==> config.mk <==
export PLATFORM = sky130hd
export DESIGN_NAME = pipelined_adder
export DESIGN_NICKNAME = d
export VERILOG_FILES = /design/src/rtl/mips_alu_pkg.sv /design/src/rtl/adder_slice.sv /design/src/rtl/pipelined_adder.sv
export SDC_FILE = /design/constraint.sdc
export NUM_CORES = 1
export LEC_CHECK = 0
export ABC_AREA = 1
export ABC_CLOCK_PERIOD_IN_PS = 2300
export CORE_MARGIN = 1.5
export CORE_UTILIZATION = 33
export DETAILED_ROUTE_END_ITERATION = 12
export SLEW_MARGIN = 30
export SYNTH_ARGS = -nofsm -noshare
export SYNTH_HDL_FRONTEND = slang
export SYNTH_HIERARCHICAL = 1
export SYNTH_SLANG_ARGS = --single-unit
==> constraint.sdc <==
create_clock -name Clk -period 2.3 [get_ports Clk]
set_input_delay 0.46 -clock Clk [delete_from_list [all_inputs] [get_ports Clk]]
set_output_delay 0.46 -clock Clk [all_outputs]
set_load 0.01 [all_outputs]
==> src/rtl/mips_alu_pkg.sv <==
// Shared ALU definitions: add/subtract mode encoding and signed saturation limits.
package mips_alu_pkg;

    // Mode select carried on the Sub input of the adder.
    typedef enum logic {
        MODE_ADD = 1'b0,
        MODE_SUB = 1'b1
    } alu_mode_e;

    // Widest datapath the saturation helper supports.
    localparam int MAX_WIDTH = 64;

    // Signed max (negative=0) or signed min (negative=1) for a width-bit word,
    // returned zero-extended to MAX_WIDTH bits.
    function automatic logic [MAX_WIDTH-1:0] signed_limit(input int width, input logic negative);
        logic [MAX_WIDTH-1:0] msb_only;
        msb_only = MAX_WIDTH'(1) << (width - 1);
        signed_limit = negative ? msb_only : (msb_only - MAX_WIDTH'(1));
    endfunction

endpackage

==> src/rtl/adder_slice.sv <==
// One pipeline stage of the adder: S-bit add with carry-in, plus the stage
// register (valid, sum slice, carry-out, pass-through token payload).
// The stage loads whenever it is empty or its successor can take its token.
module adder_slice #(
    parameter int S  = 16,
    parameter int PW = 1
) (
    input  logic          clk,
    input  logic          rst_n,
    input  logic          in_valid,
    output logic          in_ready,
    input  logic [S-1:0]  a,
    input  logic [S-1:0]  b,
    input  logic          cin,
    input  logic [PW-1:0] payload_in,
    input  logic          down_ready,
    output logic          valid_reg,
    output logic [S-1:0]  sum_reg,
    output logic          carry_reg,
    output logic [PW-1:0] payload_reg
);

    logic [S:0] sum_next;

    assign sum_next = {1'b0, a} + {1'b0, b} + {{S{1'b0}}, cin};

    // Empty or advancing this cycle: the stage can take a new token.
    assign in_ready = !valid_reg || down_ready;

    // Stage register; a bubble arriving while ready simply clears valid.
    always_ff @(posedge clk or negedge rst_n) begin
        if (!rst_n) begin
            valid_reg   <= 1'b0;
            sum_reg     <= '0;
            carry_reg   <= 1'b0;
            payload_reg <= '0;
        end else if (in_ready) begin
            valid_reg <= in_valid;
            if (in_valid) begin
                sum_reg     <= sum_next[S-1:0];
                carry_reg   <= sum_next[S];
                payload_reg <= payload_in;
            end
        end
    end

endmodule

==> src/rtl/pipelined_adder.sv <==
// Pipelined two's-complement add/subtract with valid/ready flow control.
// The carry chain is cut into STAGES slices of WIDTH/STAGES bits; each token
// carries its not-yet-added operand bits and already-finished sum bits.
// Optional saturation on signed overflow: define PIPELINED_ADDER_SAT_EN.
module pipelined_adder
    import mips_alu_pkg::*;
#(
    parameter int WIDTH  = 32,
    parameter int STAGES = 2
) (
    input  logic             Clk,
    input  logic             Rst_n,
    input  logic             InValid,
    output logic             InReady,
    input  logic [WIDTH-1:0] A,
    input  logic [WIDTH-1:0] B,
    input  logic             Sub,
    input  logic             Cin,
`ifdef PIPELINED_ADDER_SAT_EN
    input  logic             Sat,
`endif
    output logic             OutValid,
    input  logic             OutReady,
    output logic [WIDTH-1:0] Out,
    output logic             Cout,
    output logic             Ovf,
    output logic             Zero
);

    localparam int S    = WIDTH / STAGES;
    // Token payload: {sat, A, B', finished sum bits}
    localparam int PW   = 3 * WIDTH + 1;
    localparam int LAST = STAGES - 1;

    localparam logic [MAX_WIDTH-1:0] SMAX_FULL = signed_limit(WIDTH, 1'b0);
    localparam logic [MAX_WIDTH-1:0] SMIN_FULL = signed_limit(WIDTH, 1'b1);
    localparam logic [WIDTH-1:0]     SMAX      = SMAX_FULL[WIDTH-1:0];
    localparam logic [WIDTH-1:0]     SMIN      = SMIN_FULL[WIDTH-1:0];

    generate
        if (STAGES < 1 || STAGES > 8 || (WIDTH % STAGES) != 0 || WIDTH > MAX_WIDTH) begin : g_bad_params
            $error("pipelined_adder: WIDTH must be a multiple of STAGES and STAGES must be 1..8");
        end
    endgenerate

    logic             sat_in;
    logic [WIDTH-1:0] b_eff;
    logic             cin0;

`ifdef PIPELINED_ADDER_SAT_EN
    assign sat_in = Sat;
`else
    assign sat_in = 1'b0;
`endif

    // Subtraction is A + ~B + 1; the +1 enters as stage 0's carry.
    assign b_eff = (Sub == MODE_SUB) ? ~B : B;
    assign cin0  = (Sub == MODE_SUB) ? 1'b1 : Cin;

    logic [STAGES-1:0] stg_vin;
    logic [STAGES-1:0] stg_cin;
    logic [STAGES-1:0] stg_down;
    logic [STAGES-1:0] stg_ready;
    logic [STAGES-1:0] stg_valid;
    logic [STAGES-1:0] stg_carry;
    logic [S-1:0]      stg_a    [STAGES];
    logic [S-1:0]      stg_b    [STAGES];
    logic [S-1:0]      stg_sum  [STAGES];
    logic [PW-1:0]     pay_in   [STAGES];
    logic [PW-1:0]     pay_q    [STAGES];
    logic [WIDTH-1:0]  done_sum [STAGES];
    logic [STAGES-1:0] unused_stage_bits;

    genvar gi;
    generate
        for (gi = 0; gi < STAGES; gi++) begin : g_stage
            if (gi == 0) begin : g_first
                assign stg_vin[gi] = InValid;
                assign stg_a[gi]   = A[S-1:0];
                assign stg_b[gi]   = b_eff[S-1:0];
                assign stg_cin[gi] = cin0;
                assign pay_in[gi]  = {sat_in, A, b_eff, {WIDTH{1'b0}}};
            end else begin : g_next
                assign stg_vin[gi] = stg_valid[gi-1];
                assign stg_a[gi]   = pay_q[gi-1][2*WIDTH + gi*S +: S];
                assign stg_b[gi]   = pay_q[gi-1][WIDTH + gi*S +: S];
                assign stg_cin[gi] = stg_carry[gi-1];
                assign pay_in[gi]  = {pay_q[gi-1][PW-1:WIDTH], done_sum[gi-1]};
            end

            // Successor can take a token if any stage from it to the end has
            // a hole, or the consumer drains the output. Written in closed
            // form so ready never depends on other ready signals.
            if (gi == LAST) begin : g_down_last
                assign stg_down[gi] = OutReady;
            end else begin : g_down_mid
                assign stg_down[gi] = OutReady || !(&stg_valid[LAST:gi+1]);
            end

            adder_slice #(
                .S  (S),
                .PW (PW)
            ) u_slice (
                .clk         (Clk),
                .rst_n       (Rst_n),
                .in_valid    (stg_vin[gi]),
                .in_ready    (stg_ready[gi]),
                .a           (stg_a[gi]),
                .b           (stg_b[gi]),
                .cin         (stg_cin[gi]),
                .payload_in  (pay_in[gi]),
                .down_ready  (stg_down[gi]),
                .valid_reg   (stg_valid[gi]),
                .sum_reg     (stg_sum[gi]),
                .carry_reg   (stg_carry[gi]),
                .payload_reg (pay_q[gi])
            );

            // Merge this stage's fresh slice into the finished-sum bits.
            assign done_sum[gi] = pay_q[gi][WIDTH-1:0] | (WIDTH'(stg_sum[gi]) << (gi * S));

            // Operand bits already consumed and later-stage ready outputs
            // are not needed downstream.
            assign unused_stage_bits[gi] = ^{pay_q[gi], stg_ready[gi]};
        end
    endgenerate

    logic [WIDTH-1:0] sum_raw;
    logic             a_msb;
    logic             b_msb;
    logic             ovf;
    logic             sat_last;

    assign sum_raw  = done_sum[LAST];
    assign a_msb    = pay_q[LAST][3*WIDTH-1];
    assign b_msb    = pay_q[LAST][2*WIDTH-1];
    assign sat_last = pay_q[LAST][PW-1];

    // Same-sign operands producing a different-sign result overflowed.
    assign ovf = (a_msb == b_msb) && (sum_raw[WIDTH-1] != a_msb);

`ifdef PIPELINED_ADDER_SAT_EN
    assign Out = (sat_last && ovf) ? (a_msb ? SMIN : SMAX) : sum_raw;
`else
    assign Out = sum_raw;
`endif

    assign InReady  = stg_ready[0];
    assign OutValid = stg_valid[LAST];
    assign Cout     = stg_carry[LAST];
    assign Ovf      = ovf;
    // Qualified by valid so an empty pipeline reports Zero=0.
    assign Zero     = stg_valid[LAST] && (Out == '0);

endmodule

==> flow_summary.yaml <==
placement:
  port_buffers: 106
  detailed_place_hpwl_mm: 13.5
  dpl-instance-area_um2: 9340
  place_congestion: 0.859
power_and_ir_drop:
  cellPowerDensity_nw_per_um2: 944
  cellLeakagePower_nw: 5.36
  vdd_ir_drop_max_v: 0.000532
cts:
  clock-root-buffer: "sky130_fd_sc_hd__clkbuf_16"
  clock_insertion_delay_at_the_later_pin_of_the_skew_report_ns: 0.43
  cts.repair_timing.setup_buffer_count: 0
  clk_pin_slew_worst_paths_ns: 0.06
  cts_tree: "done"
  clkSinkCount: 134
  h-tree-depth: 4
  cts.path.max_buffers: 2
  cts-buffers-inserted: 17
layout:
  multi_input_area_um2: 3910
  final-seq-area_um2: 3350
  final_layout_size_suffix_gt1_share_pct: 9.95
  largest_reg_flops: 98
  num_antenna_cells: 0
  final_nets: 1307
  final_core_utilization_pct: 42.2
  fillers: 2472
  stdcell_area_um2: 9940
  area.growth.synth_to_final_pct: 25.5
drt:
  total_number_of_vias: 6513
  first_iter_violations: 332
  remaining_drc_errors: 0
  drt_total_wl_mm: 18.2
  routed_via_density: 4.24
  drt-wirelength-per-cell_um: 11.9
  postRouteAntennaNets: 0
  drt_pass1_iterations: 4
sta:
  fmaxAchievable_mhz: 452
  finalSetupViolations: 0
  timing_max_transition_violations_final: 0
  final.period_utilization_pct: 96.2
  rsz0062_at_grt: "false"
  fin_skew_ns: 0.0152
  final_period_minus_worst_setup_slack_ns: 2.21
  finalHoldViolCount: 0
setup_path:
  cp_data_required_time_ns: 1.84
  critPathArrivalTime_ns: 1.75
  critical_path_start_end_classification: "in -> out"
  timing.critical_path.slowest_stage_cell: "sky130_fd_sc_hd__clkdlybuf4s50_1"
  critical_path.max_fanout: 2
  worst_path_largest_cell_delay_ns: 0.55
  critical_path.cell_chain: "clkdlybuf4s50_1, inv_1, nand2_1, inv_1, nand2_2, clkdlybuf4s50_1"
  worstSetupEndpointType: "output pin"
  worstSetupStartpointType: "primary input"
run:
  number_of_maximum_capacitance_constraint_violations: 0
global_route:
  gr-usage-all-layers_pct: 16.0
  grt_pass1_vias: 6540
  globalRoute.totalOverflow: 0
  global_route_wire_length_before_repair_mm: 31.2
  antenna_found_initial: 0
  grt_start_max_net_pins: 70
synth:
  synth_cells: 1084
  synth_area_um2: 7920
  synth.avg_cell_area_um2: 7.31
  ys.warnings.count: 6
floorplanning:
  overall_die_area_um2: 24900
  chipHeight_um: 158
  die_w_um: 158
  floorplan.io_pins: 107
  design.core.area_um2: 23500
  placement_rows: 56
  initial_core_util_pct: 33.7
hold_path:
  hold_class: "reg -> reg"
status:
  outcome: "finished clean"
[stage by stage]
step,total power [W],std cells,setup TNS [ns],setup WS (ns),hold WS (ns)
after floorplan,0.00558,1115,0,0.00199,0.164
after global placement,0.00672,1502,-1.82,-0.312,0.450
after detailed placement,0.00678,1502,-2.04,-0.331,0.453
after CTS,0.00951,1535,0,0.0153,0.469
after global routing,0.0101,1535,0,0.000347,0.481
final,0.00939,1535,0,0.0864,0.468
[final cells by class]
type | instances | area share [%]
clock buffer | 19 | 4.55
clock inverter | 13 | 1.35
inverter | 111 | 4.19
multi-input combinational | 811 | 39.3
sequential | 134 | 33.7
tap | 319 | 4.01
timing repair buffer | 128 | 12.9
[path summary, 6_finish.rpt]
kind	slack [ns]	start	depth (start not counted)	to
min in group asynchronous	0.56	Rst_n	2	g_stage[0].u_slice/payload_reg[92]
max reg2reg	0.12	g_stage[0].u_slice/payload_reg[80]	9	g_stage[1].u_slice/sum_reg[6]
max	0.09	OutReady	6	InReady
min	0.47	g_stage[0].u_slice/payload_reg[22]	2	g_stage[1].u_slice/payload_reg[22]
min reg2reg	0.47	g_stage[0].u_slice/payload_reg[22]	2	g_stage[1].u_slice/payload_reg[22]
max in group asynchronous	1.09	Rst_n	3	g_stage[1].u_slice/sum_reg[14]
[layer usage]
layer | global-route usage, % | vias to the layer above | wire, um
li1 | - | 3440 | -
met1 | 19.8 | 2960 | 8490
met2 | 27.8 | 100 | 8780
met3 | 3.39 | 13 | 819
met4 | 4.81 | 0 | 160
met5 | 0 | - | 0
[critical path: cells and delay by family]
family | cells | cell delay (ns)
buffers and inverters | 4 | 1.17
AND/OR/NAND/NOR | 2 | 0.12
[where the power goes]
part | switching [W] | internal (W) | total [W] | leakage (nW)
registers | 0.000409 | 0.00296 | 0.00337 | 1.63
clock network | 0.00111 | 0.00157 | 0.00268 | 0.280
logic | 0.00184 | 0.00150 | 0.00334 | 3.45
[cells in the final DEF (no fill, tap or decap), types with 3 or more instances in the layout]
master / count
sky130_fd_sc_hd__a21oi_1: 18
sky130_fd_sc_hd__buf_12: 5
sky130_fd_sc_hd__buf_4: 16
sky130_fd_sc_hd__clkbuf_16: 17
sky130_fd_sc_hd__clkdlybuf4s50_1: 102
sky130_fd_sc_hd__clkinvlp_4: 3
sky130_fd_sc_hd__conb_1: 32
sky130_fd_sc_hd__dfrtp_1: 134
sky130_fd_sc_hd__ha_1: 30
sky130_fd_sc_hd__inv_1: 100
sky130_fd_sc_hd__inv_2: 10
sky130_fd_sc_hd__inv_6: 6
sky130_fd_sc_hd__nand2_1: 529
sky130_fd_sc_hd__nand2_2: 12
sky130_fd_sc_hd__nand3_1: 37
sky130_fd_sc_hd__nand3_2: 6
sky130_fd_sc_hd__nand3b_1: 6
sky130_fd_sc_hd__nor2_1: 36
sky130_fd_sc_hd__nor2_2: 8
sky130_fd_sc_hd__nor3_1: 3
sky130_fd_sc_hd__nor3_2: 3
sky130_fd_sc_hd__o21ai_0: 8
sky130_fd_sc_hd__or2_0: 3
sky130_fd_sc_hd__or2_1: 7
sky130_fd_sc_hd__or2_2: 17
sky130_fd_sc_hd__xnor2_1: 6
sky130_fd_sc_hd__xor2_1: 33
[what timing repair did]
item	CTS	global route
pin swaps	0	1
gates resized for setup	4	5
endpoints found under the hold margin	24	0
setup endpoints to repair	2	1
hold buffers	1	0
Power figures use the tool's default switching activity.
